$ cat src/rtl/spi_adc_axis_capture_pkg.sv
// Shared types for the serial ADC capture block: the capture/stream FSM state encoding and the
// bit positions of the o_LED status vector.
package spi_adc_axis_capture_pkg;

  typedef enum logic [1:0] {
    StIdle,
    StWait,
    StRun,
    StDone
  } state_e;

  localparam int unsigned LedCapture = 0;
  localparam int unsigned LedValid   = 1;
  localparam int unsigned LedOvf     = 2;
  localparam int unsigned LedDone    = 3;

endpackage

$ cat src/rtl/spi_adc_axis_capture_axis_word_fifo.sv
// axis_word_fifo: synchronous first-word-fall-through word FIFO (Width x Depth, Depth a power of
// two). The head word is visible on rd_data_o whenever empty_o is low; rd_en_i pops it.
// Ports:
//   clk_i, rst_ni      clock, asynchronous active-low reset
//   wr_en_i, wr_data_i push a word (ignored when full)
//   rd_en_i            pop the head word (ignored when empty)
//   rd_data_o          head word
//   full_o, empty_o    status flags
//   count_o            number of stored words (0..Depth)
module spi_adc_axis_capture_axis_word_fifo #(
  parameter int unsigned Width = 16,
  parameter int unsigned Depth = 16
) (
  input  logic                     clk_i,
  input  logic                     rst_ni,
  input  logic                     wr_en_i,
  input  logic [Width-1:0]         wr_data_i,
  input  logic                     rd_en_i,
  output logic [Width-1:0]         rd_data_o,
  output logic                     full_o,
  output logic                     empty_o,
  output logic [$clog2(Depth):0]   count_o
);

  localparam int unsigned AddrW = $clog2(Depth);
  localparam int unsigned CntW  = AddrW + 1;

  logic [Width-1:0] mem_q [Depth];
  logic [AddrW-1:0] wr_ptr_q, wr_ptr_d, rd_ptr_q, rd_ptr_d;
  logic [CntW-1:0]  count_q, count_d;
  logic             wr_fire, rd_fire;

  assign full_o    = (count_q == CntW'(Depth));
  assign empty_o   = (count_q == '0);
  assign count_o   = count_q;
  assign rd_data_o = mem_q[rd_ptr_q];

  always_comb begin
    wr_fire  = wr_en_i && !full_o;
    rd_fire  = rd_en_i && !empty_o;
    wr_ptr_d = wr_ptr_q;
    rd_ptr_d = rd_ptr_q;
    count_d  = count_q;
    if (wr_fire) wr_ptr_d = wr_ptr_q + AddrW'(1);
    if (rd_fire) rd_ptr_d = rd_ptr_q + AddrW'(1);
    // Simultaneous push and pop leaves the count unchanged.
    if (wr_fire && !rd_fire) count_d = count_q + CntW'(1);
    else if (!wr_fire && rd_fire) count_d = count_q - CntW'(1);
  end

  always_ff @(posedge clk_i or negedge rst_ni) begin
    if (!rst_ni) begin
      wr_ptr_q <= '0;
      rd_ptr_q <= '0;
      count_q  <= '0;
    end else begin
      wr_ptr_q <= wr_ptr_d;
      rd_ptr_q <= rd_ptr_d;
      count_q  <= count_d;
    end
  end

  // Storage needs no reset: a word is only observed after it has been written.
  always_ff @(posedge clk_i) begin
    if (wr_fire) mem_q[wr_ptr_q] <= wr_data_i;
  end

endmodule

$ cat src/rtl/spi_adc_axis_capture.sv
// Serial ADC capture to AXI4-Stream. A 1-bit MSB-first stream (bit clock i_CMOS_Clk, sampled as
// data) is deserialised into W-bit words, buffered in a FWFT FIFO and sent as an AXIS master in
// PKT_LEN-word packets.
// Ports:
//   M_AXIS_ACLK, M_AXIS_ARESETN   clock, asynchronous active-low reset
//   i_CMOS_Clk, i_CMOS_Data_MSB   serial ADC bit clock and data (asynchronous)
//   i_ADC_Work                    capture enable level
//   i_Mode                        0 continuous, 1 single packet (sampled when a run starts)
//   o_ADC_Done, INIT_AXI_TXN      single packet finished / one-cycle pulse on finishing
//   o_LED                         {done, overflow, tvalid, capturing}
//   M_AXIS_*                      AXI4-Stream master
module spi_adc_axis_capture
  import spi_adc_axis_capture_pkg::*;
#(
  parameter int unsigned C_M_AXIS_TDATA_WIDTH = 16,
  parameter int unsigned C_M_START_COUNT      = 2,
  parameter int unsigned PKT_LEN              = 8,
  parameter int unsigned FIFO_DEPTH           = 16
) (
  input  logic                              M_AXIS_ACLK,
  input  logic                              M_AXIS_ARESETN,
  input  logic                              i_CMOS_Clk,
  input  logic                              i_CMOS_Data_MSB,
  input  logic                              i_ADC_Work,
  input  logic                              i_Mode,
  output logic                              o_ADC_Done,
  output logic                              INIT_AXI_TXN,
  output logic [3:0]                        o_LED,
  output logic                              M_AXIS_TVALID,
  output logic [C_M_AXIS_TDATA_WIDTH-1:0]   M_AXIS_TDATA,
  output logic [C_M_AXIS_TDATA_WIDTH/8-1:0] M_AXIS_TSTRB,
  output logic                              M_AXIS_TLAST,
  input  logic                              M_AXIS_TREADY
);

  localparam int unsigned W    = C_M_AXIS_TDATA_WIDTH;
  localparam int unsigned BcW  = $clog2(W);
  localparam int unsigned IdxW = $clog2(PKT_LEN);
  localparam int unsigned WcW  = $clog2(PKT_LEN + 1);
  localparam int unsigned StW  = $clog2(C_M_START_COUNT + 2);
  localparam int unsigned AW   = $clog2(FIFO_DEPTH);
  localparam int unsigned CntW = AW + 1;

  logic [2:0]      clk_sync_q, clk_sync_d, dat_sync_q, dat_sync_d;
  state_e          state_q, state_d;
  logic            mode_q, mode_d, drain_q, drain_d, pkt_done_q, pkt_done_d;
  logic            ovf_q, ovf_d, init_q, init_d;
  logic [StW-1:0]  start_cnt_q, start_cnt_d;
  logic [BcW-1:0]  bit_cnt_q, bit_cnt_d;
  logic [W-2:0]    sr_q, sr_d;
  logic [WcW-1:0]  wr_words_q, wr_words_d;
  logic [IdxW-1:0] word_idx_q, word_idx_d;

  logic            bit_evt, din, busy, drain, capturing, word_done, fifo_wr;
  logic            fifo_full, fifo_empty, tvalid, tlast, fire;
  logic [W-1:0]    fifo_head, word;
  logic [CntW-1:0] fifo_count;

  // Stage 1/2 synchronise, stage 3 is the delayed copy used for rising-edge detection.
  assign bit_evt   = clk_sync_q[1] & ~clk_sync_q[2];
  assign din       = dat_sync_q[2];
  assign busy      = (state_q == StWait) || (state_q == StRun);
  // Draining starts the cycle work drops and persists until the FIFO is empty.
  assign drain     = busy && (drain_q || !i_ADC_Work);
  assign capturing = busy && !drain && !pkt_done_q;
  assign word      = {sr_q, din};
  assign word_done = capturing && bit_evt && (bit_cnt_q == BcW'(W - 1));
  assign fifo_wr   = word_done && !fifo_full;
  assign tvalid    = ((state_q == StRun) || drain) && !fifo_empty;
  assign fire      = tvalid && M_AXIS_TREADY;
  assign tlast     = tvalid && ((word_idx_q == IdxW'(PKT_LEN - 1)) ||
                                ((drain || pkt_done_q) && (fifo_count == CntW'(1))));

  spi_adc_axis_capture_axis_word_fifo #(
    .Width (W),
    .Depth (FIFO_DEPTH)
  ) u_fifo (
    .clk_i     (M_AXIS_ACLK),
    .rst_ni    (M_AXIS_ARESETN),
    .wr_en_i   (fifo_wr),
    .wr_data_i (word),
    .rd_en_i   (fire),
    .rd_data_o (fifo_head),
    .full_o    (fifo_full),
    .empty_o   (fifo_empty),
    .count_o   (fifo_count)
  );

  always_comb begin
    clk_sync_d  = {clk_sync_q[1:0], i_CMOS_Clk};
    dat_sync_d  = {dat_sync_q[1:0], i_CMOS_Data_MSB};
    state_d     = state_q;
    mode_d      = mode_q;
    drain_d     = drain_q;
    pkt_done_d  = pkt_done_q;
    ovf_d       = ovf_q;
    init_d      = 1'b0;
    start_cnt_d = start_cnt_q;
    bit_cnt_d   = bit_cnt_q;
    sr_d        = sr_q;
    wr_words_d  = wr_words_q;
    word_idx_d  = word_idx_q;

    // Partial words are discarded whenever capture is not active.
    if (capturing) begin
      if (bit_evt) begin
        sr_d      = {sr_q[W-3:0], din};
        bit_cnt_d = word_done ? '0 : bit_cnt_q + BcW'(1);
      end
    end else begin
      sr_d      = '0;
      bit_cnt_d = '0;
    end

    if (word_done) begin
      if (fifo_full) ovf_d = 1'b1;
      if (mode_q) begin
        wr_words_d = wr_words_q + WcW'(1);
        if (wr_words_q == WcW'(PKT_LEN - 1)) pkt_done_d = 1'b1;
      end
    end

    if (fire) word_idx_d = tlast ? '0 : word_idx_q + IdxW'(1);

    case (state_q)
      StIdle: begin
        drain_d     = 1'b0;
        pkt_done_d  = 1'b0;
        wr_words_d  = '0;
        word_idx_d  = '0;
        start_cnt_d = '0;
        if (i_ADC_Work && !o_ADC_Done) begin
          state_d = StWait;
          mode_d  = i_Mode;
        end
      end
      StWait, StRun: begin
        if (drain) begin
          drain_d = 1'b1;
          if (fifo_empty) state_d = StIdle;
        end else if (state_q == StWait) begin
          start_cnt_d = start_cnt_q + StW'(1);
          if (32'(start_cnt_q) + 32'd1 >= C_M_START_COUNT) state_d = StRun;
        end else if (mode_q && fire && tlast) begin
          state_d = StDone;
          init_d  = 1'b1;
        end
      end
      StDone: begin
        if (!i_ADC_Work) state_d = StIdle;
      end
      default: state_d = StIdle;
    endcase
  end

  always_ff @(posedge M_AXIS_ACLK or negedge M_AXIS_ARESETN) begin
    if (!M_AXIS_ARESETN) begin
      clk_sync_q  <= '0;
      dat_sync_q  <= '0;
      state_q     <= StIdle;
      mode_q      <= 1'b0;
      drain_q     <= 1'b0;
      pkt_done_q  <= 1'b0;
      ovf_q       <= 1'b0;
      init_q      <= 1'b0;
      start_cnt_q <= '0;
      bit_cnt_q   <= '0;
      sr_q        <= '0;
      wr_words_q  <= '0;
      word_idx_q  <= '0;
    end else begin
      clk_sync_q  <= clk_sync_d;
      dat_sync_q  <= dat_sync_d;
      state_q     <= state_d;
      mode_q      <= mode_d;
      drain_q     <= drain_d;
      pkt_done_q  <= pkt_done_d;
      ovf_q       <= ovf_d;
      init_q      <= init_d;
      start_cnt_q <= start_cnt_d;
      bit_cnt_q   <= bit_cnt_d;
      sr_q        <= sr_d;
      wr_words_q  <= wr_words_d;
      word_idx_q  <= word_idx_d;
    end
  end

  assign M_AXIS_TVALID = tvalid;
  assign M_AXIS_TDATA  = tvalid ? fifo_head : '0;
  assign M_AXIS_TLAST  = tlast;
  assign M_AXIS_TSTRB  = '1;
  assign o_ADC_Done    = (state_q == StDone);
  assign INIT_AXI_TXN  = init_q;

  always_comb begin
    o_LED             = '0;
    o_LED[LedCapture] = capturing;
    o_LED[LedValid]   = tvalid;
    o_LED[LedOvf]     = ovf_q;
    o_LED[LedDone]    = o_ADC_Done;
  end

endmodule

$ cat config.mk
export PLATFORM = sky130hd
export DESIGN_NAME = spi_adc_axis_capture
export DESIGN_NICKNAME = d
export VERILOG_FILES = /design/src/rtl/spi_adc_axis_capture_pkg.sv /design/src/rtl/spi_adc_axis_capture_axis_word_fifo.sv /design/src/rtl/spi_adc_axis_capture.sv
export SDC_FILE = /design/constraint.sdc
export NUM_CORES = 1
export LEC_CHECK = 0
export BUFFER_PORTS_ARGS = -buffer_cell sky130_fd_sc_hd__buf_2
export CAP_MARGIN = 10
export CORE_MARGIN = 5
export CORE_UTILIZATION = 65
export DETAILED_ROUTE_END_ITERATION = 10
export PLACE_DENSITY = 0.83
export REMOVE_ABC_BUFFERS = 1
export SYNTH_ARGS = -nofsm -noshare
export SYNTH_HDL_FRONTEND = slang
export SYNTH_HIERARCHICAL = 1
export SYNTH_SLANG_ARGS = --single-unit
$ cat constraint.sdc
create_clock -name M_AXIS_ACLK -period 9.3 [get_ports M_AXIS_ACLK]
set_input_delay 0.93 -clock M_AXIS_ACLK [delete_from_list [all_inputs] [get_ports M_AXIS_ACLK]]
set_output_delay 0.93 -clock M_AXIS_ACLK [all_outputs]
set_load 0.03 [all_outputs]
Yosys cells after proc, flatten, opt, wreduce, memory -nomap -nowiden

Memory sizes are Yosys's and may differ from the RTL's.
Cells that the tools add are included.
Widths: inputs -> output; s select.

Memories kept: 1
Logic and storage cells: 129
ROM bits: 0
Output and inout port bits: 26
Bits of input ports: 7
Latch bits: 0
Memory bits (writable): 256
Bits in registers: 54

Multipliers: 0
Add/subtract/negate cells: 9
Equal/unequal tests: 17
Muxes and demuxes: 37
Div/mod/pow operators: 0
Bitwise gates (word level): 2
Shift-type cells: 0
Reduce and logical (&&, ||, !) cells: 46
$lt $le $gt $ge: 1

Memories:

| memory       | depth | bits a word | read ports | clocked after memory_dff | wr ports | line                                      | source |
|---|---|---|---|---|---|---|---|
| u_fifo.mem_q | 16    | 16          | 1          | 0                        | 1        | spi_adc_axis_capture_axis_word_fifo.sv:28 | `logic [Width-1:0] mem_q [Depth];` |

Operator list:

| cell                | number |
|---|---|
| $mux 15             | 2 |
| $mux 4              | 6 |
| $mux 2              | 9 |
| $logic_and 1x1->1   | 17 |
| $add 4x1->4 const B | 4 |
| $mux 16             | 1 |
| $ne 2x2->1 const B  | 6 |
| $reduce_bool 2->1   | 6 |
| $mux 1              | 11 |
| $mux 5              | 2 |
| $mux 3              | 3 |
| $logic_not 1->1     | 8 |
| $ne 4x4->1 const B  | 2 |
| $reduce_and 2->1    | 4 |
| $pmux 2 s3          | 1 |
| $reduce_and 3->1    | 2 |
| $add 5x1->5 const B | 1 |
| $eq 5x1->1 const B  | 1 |
| $eq 5x5->1 const B  | 1 |
| $logic_not 5->1     | 1 |
| $logic_or 1x1->1    | 5 |
| $reduce_and 5->1    | 1 |
| $sub 5x1->5 const B | 1 |
| $eq 2x2->1 const B  | 2 |
| 15 further kinds    | 15 |

Longest topological paths before layout

Depth after elaboration: 14
Depth in mapped cells: 15

Hierarchy

Netlist, hierarchy kept.

By module, submodules not included:

| module                              | sequential area each (um2) | cells each | times used | area each (um2) |
|---|---|---|---|---|
| spi_adc_axis_capture_axis_word_fifo | 8012.7                     | 552        | 1          | 10900.5 |
| spi_adc_axis_capture                | 1026.0                     | 219        | 1          | 2122.0 |

Least setup slack after synthesis

OpenSTA, ideal clock, no wires.

Path type: in2reg
Start point: input port i_ADC_Work
End point: memory u_fifo.mem_q[3][0], enable pin
Cell stages on the path: 5
Data arrival time: 2.997 ns
Buffers on the path: 0
Library setup time: 0.409 ns
Path slack: 5.894 ns
Cells stage by stage: nand4bb_4 nor4_1 a21boi_2 nand2_1 nor3_1

Word-level cells in the longest chain between the ends: 12

Ends and longest elaborated chain:

| item                            | line                                      | source |
|---|---|---|
| from (decl)                     | spi_adc_axis_capture.sv:24                | `input logic i_ADC_Work,` |
| $logic_not 1->1                 | n/a                                       |  |
| $logic_or 1x1->1                | spi_adc_axis_capture.sv:64                | `assign drain = busy && (drain_q \|\| !i_ADC_Work);` |
| $logic_and 1x1->1               | spi_adc_axis_capture.sv:64                |  |
| $logic_not 1->1                 | spi_adc_axis_capture.sv:65                | `assign capturing = busy && !drain && !pkt_done_q;` |
| $logic_and 1x1->1 (2 in series) | spi_adc_axis_capture.sv:65                |  |
| $logic_and 1x1->1 (2 in series) | spi_adc_axis_capture.sv:67                | `assign word_done = capturing && bit_evt && (bit_cnt_q == BcW'(W - 1));` |
| $logic_and 1x1->1               | spi_adc_axis_capture.sv:68                | `assign fifo_wr = word_done && !fifo_full;` |
| via fifo_wr                     | spi_adc_axis_capture.sv:54                | `logic bit_evt, din, busy, drain, capturing, word_done, fifo_wr;` |
| $logic_and 1x1->1               | spi_adc_axis_capture_axis_word_fifo.sv:39 | `wr_fire = wr_en_i && !full_o;` |
| via u_fifo.wr_fire              | spi_adc_axis_capture_axis_word_fifo.sv:31 | `logic wr_fire, rd_fire;` |
| $mux 1                          | spi_adc_axis_capture_axis_word_fifo.sv:65 | `if (wr_fire) mem_q[wr_ptr_q] <= wr_data_i;` |
| $mux 1 (not written as such)    | spi_adc_axis_capture_axis_word_fifo.sv:65 |  |
| to (decl)                       | spi_adc_axis_capture_axis_word_fifo.sv:28 |  |

The timed path passes the listed nets, and every way through them passes these cells.

Worst setup path after layout

Start point: register u_fifo.rd_ptr_q[0]
End point: output port M_AXIS_TDATA[8]

Word-level cells in the longest chain between the ends: 2

Ends and longest elaborated chain:

| item                   | line                                      | source |
|---|---|---|
| from (decl)            | spi_adc_axis_capture_axis_word_fifo.sv:29 | `logic [AddrW-1:0] wr_ptr_q, wr_ptr_d, rd_ptr_q, rd_ptr_d;` |
| from (signal assigned) | spi_adc_axis_capture_axis_word_fifo.sv:58 | `rd_ptr_q <= rd_ptr_d;` |
| $mem_v2 16x16          | n/a                                       |  |
| via fifo_head[8]       | spi_adc_axis_capture.sv:56                | `logic [W-1:0] fifo_head, word;` |
| $mux 16                | spi_adc_axis_capture.sv:189               | `assign M_AXIS_TDATA = tvalid ? fifo_head : '0;` |
| to (decl)              | spi_adc_axis_capture.sv:30                | `output logic [C_M_AXIS_TDATA_WIDTH-1:0] M_AXIS_TDATA,` |

The timed path passes the listed nets, and every way through them passes these cells.

==> flow_summary.toml <==
[placement]
dp_worst_setup_slack_ns = 5.13
numPortBuffers = 30
placed_area_sq_um = 13300
place_hpwl_mm = 15.8
gp_congestion = 0.814

[critical_path]
cp-start-kind = "flip-flop"
path_class = "flip-flop to output port"
required_ns = 8.37
cp-end-kind = "output port"
arrival_ns = 3.80
r2r_start = "state_q[0]"
r2r_cells = 15
cp_max_fo = 62
cp-startpoint = "u_fifo/rd_ptr_q[0]"
timing.reg2reg.setup_slack_ns = 5.10

[drt]
viasPerCell = 6.36
drc = 0
ant_nets = 0
routed_wl_mm = 27.5
drtIter0Drc = 595
num_vias = 6991
firstDrtPassIters = 6
wl_per_cell_microns = 25.0

[finish]
fill_cells = 1134
fin_area_sq_um = 14500
syn2layout_area_growth_pct = 11.4
drive_gt1_share_pct = 23.3
diodes = 0
final_nets = 837

[global_route]
antenna_found_initial = 0
use_met1_pct = 33.1
met3_usage_pct = 3.24
gr-total-overflow = 0
met2_usage_pct = 44.8
grtUsageTotal_pct = 25.1
grt_max_degree = 63
grt_first_pass_wirelength_mm = 42.6
busiest_layer = "met2"
grt_pass1_vias = 7421

[logic_synthesis]
syn-instance-count = 771
mappedNetlistArea_sq_um = 13000
yosysUniqueCellTypes = 58
yosysWarningCount = 6
yosys_register_bits = 310
avgSynthCellArea_sq_um = 16.9
seq_area_frac_synth_pct = 69.4

[timing]
slew_viol_final = 0
slew_headroom_pct = 21.3
timing.fmax_mhz = 212
rsz0062_at_grt = "false"
setup_viol = 0
layout_min_cycle_time_ns = 4.73
fin_ws_ns = 4.57
hold_slack_ns = 0.351
finalHoldViolCount = 0
min_period_over_period_pct = 50.8
fin_tns_setup_ns = 0
worst_pin_slew_ns = 1.18
finClkSkew_ns = 0.0155

[clock_network]
cts_resized = 0
cts_root_buf = "clkbuf_16"
clock_latency_ns = 0.55
cts.clk_slew.worst_paths_ns = 0.06
cts.sinks = 310
cts_tree = "yes"
numCtsBuffers = 30
cts_max_level = 1
clk_path_buf_depth = 3
cts-hold-fix-buffers = 0
postCtsSetupBuffers = 0

[floorplanning]
placementRows = 51
die_w_microns = 152
dieArea_sq_um = 23000
initial_core_util_pct = 66.5
io_pins = 33
die_h_microns = 152
core-area_sq_um = 19600

[hold_path]
min_path_type = "flip-flop to flip-flop"
hp-start = "clk_sync_q[0]"
holdPathStages = 0

[power_and_ir_drop]
vdd_drop_max_mv = 0.164
power.density_nw_per_um2 = 209
pwr-share-clk_pct = 45.3
power.switching_mw = 0.614
pwr-share-comb_pct = 4.7
pwr-share-seq_pct = 49.9
sw_frac_of_total_pct = 20.2
p_int_mw = 2.42
p_leak_nw = 4.78

[run]
max_cap_viol_count = 0

[status]
status = "finished clean"
-- placed cells by master, fill, tap and decap left out, drive strengths merged, types with 2 or more instances in the layout --
cell type / instances
nand3: 5
buf: 52
nor3: 7
o21ai: 22
a21oi: 27
clkinv: 8
nor2b: 5
a41oi: 3
a311oi: 2
a221oi: 32
edfxtp: 256
inv: 16
bufinv: 7
xnor2: 11
or3: 2
nand2b: 5
mux2: 2
a21o: 4
nor2: 28
dfrtp: 54
xor2: 3
conb: 2
nand4: 2
nand2: 70
nor4: 3
a21boi: 2
ha: 19
clkbuf: 40
nand3b: 3
mux2i: 68
o22ai: 2
a22oi: 17
and2: 18
mux4: 32
-- final timing paths --
path | end
worst min register to register | clk_sync_q[1]
worst max register to register | u_fifo/count_o[4]
worst min-delay path | clk_sync_q[1]
min in group asynchronous | state_q[1]
worst max-delay path | M_AXIS_TDATA[8]
max in group asynchronous | u_fifo/rd_ptr_q[0]
-- layer usage --
metal / vias to the layer above / wire length, microns / share of wire (%)
met2: 302 / 14600 / 53
li1: 3053 / - / -
met1: 3601 / 10200 / 37
met5: - / 0 / 0
met3: 35 / 2140 / 7.8
met4: 0 / 519 / 1.9
-- registers in the layout, indices dropped and copies added (netlist names) --
register / flops
u_fifo/count_o: 5
pkt_done_q: 1
u_fifo/rd_ptr_q: 4
mode_q: 1
state_q: 2
dat_sync_q: 3
INIT_AXI_TXN: 1
word_idx_q: 3
bit_cnt_q: 4
u_fifo/mem_q: 256
clk_sync_q: 3
start_cnt_q: 2
u_fifo/wr_ptr_q: 4
sr_q: 15
drain_q: 1
wr_words_q: 4
ovf_q: 1
-- logic make-up (layout without fill, tap and decap cells) --
kind of cell | count (synthesis) | after routing | synth area share, %
adders and majority gates | 20 | 20 | 1.98
AOI/OAI and AO/OA | 112 | 112 | 7.70
other | 1 | 2 | 0.0288
xor gates and xnor gates | 14 | 14 | 0.942
DFF | 310 | 310 | 69.4
and+or+nand+nor | 150 | 150 | 5.85
buffers and inverters | 62 | 124 | 3.16
muxes | 102 | 102 | 10.9
-- metrics by stage --
| stage | cells | total power [mW] | util (%) |
|---|---|---|---|
| 2_1_floorplan | 726 | 1.65 | - |
| 3_3_place_gp | 1043 | 1.68 | 68.1 |
| 3_5_place_dp | 1043 | 1.69 | 68.1 |
| 4_1_cts | 1099 | 3.05 | 74.1 |
| 5_1_grt | 1099 | 3.13 | 74.1 |
| 6_report | 1099 | 3.04 | 74.1 |
-- power groups by stage --
stage               clock network (mW)  logic (mW)  registers [mW]
floorplan                            0       0.107            1.54
finish                            1.38       0.144            1.52
CTS                               1.39       0.144            1.52
detailed placement                   0       0.143            1.55
global placement                     0       0.135            1.54
global route                      1.45       0.159            1.52
-- final cells by class --
type	count	area, sq um	share of cell area (%)
well taps	265	332	2.29
flip-flops and latches	310	9040	62.3
inverters	16	61.3	0.423
multi-input cells	400	3600	24.8
clock buffers	40	902	6.22
clock inverters	16	260	1.79
repair buffers	52	315	2.17
-- synthesized netlist by cell type (all sizes together) --
master / instances / area share, %
dfrtp: 54 / 10
mux2: 2 / 0.17
nand2: 70 / 2.0
nor2: 28 / 0.81
xor2: 3 / 0.20
conb: 1 / 0.029
or4: 1 / 0.086
nor2b: 5 / 0.36
clkinv: 1 / 0.038
edfxtp: 256 / 59
nand3: 5 / 0.23
a41oi: 3 / 0.35
a311oi: 2 / 0.13
nand3b: 3 / 0.17
ha: 19 / 1.8
a21oi: 27 / 1.1
a22oi: 17 / 0.98
a21o: 4 / 0.24
fa: 1 / 0.15
buf: 34 / 2.3
nand2b: 5 / 0.24
inv: 15 / 0.43
nor3: 7 / 0.31
o21ai: 22 / 0.85
or3: 2 / 0.13
mux4: 32 / 5.5
a21boi: 2 / 0.17
and2: 18 / 0.86
a221oi: 32 / 3.6
o22ai: 2 / 0.20
xnor2: 11 / 0.74
clkbuf: 12 / 0.38
nand4bb: 1 / 0.21
nor4: 3 / 0.31
mux2i: 68 / 5.2
o21a: 1 / 0.12
nand4: 2 / 0.096
-- worst max-delay path, cell delays in order, from the launching register on --
cell      delay [ns]
dfrtp_4         0.89
buf_4           0.97
mux2i_1         0.27
a221oi_2        0.40
o21ai_0         0.14
nand2_1         0.12
and2_1          0.15
buf_2           0.21
Power figures use the tool's default switching activity.
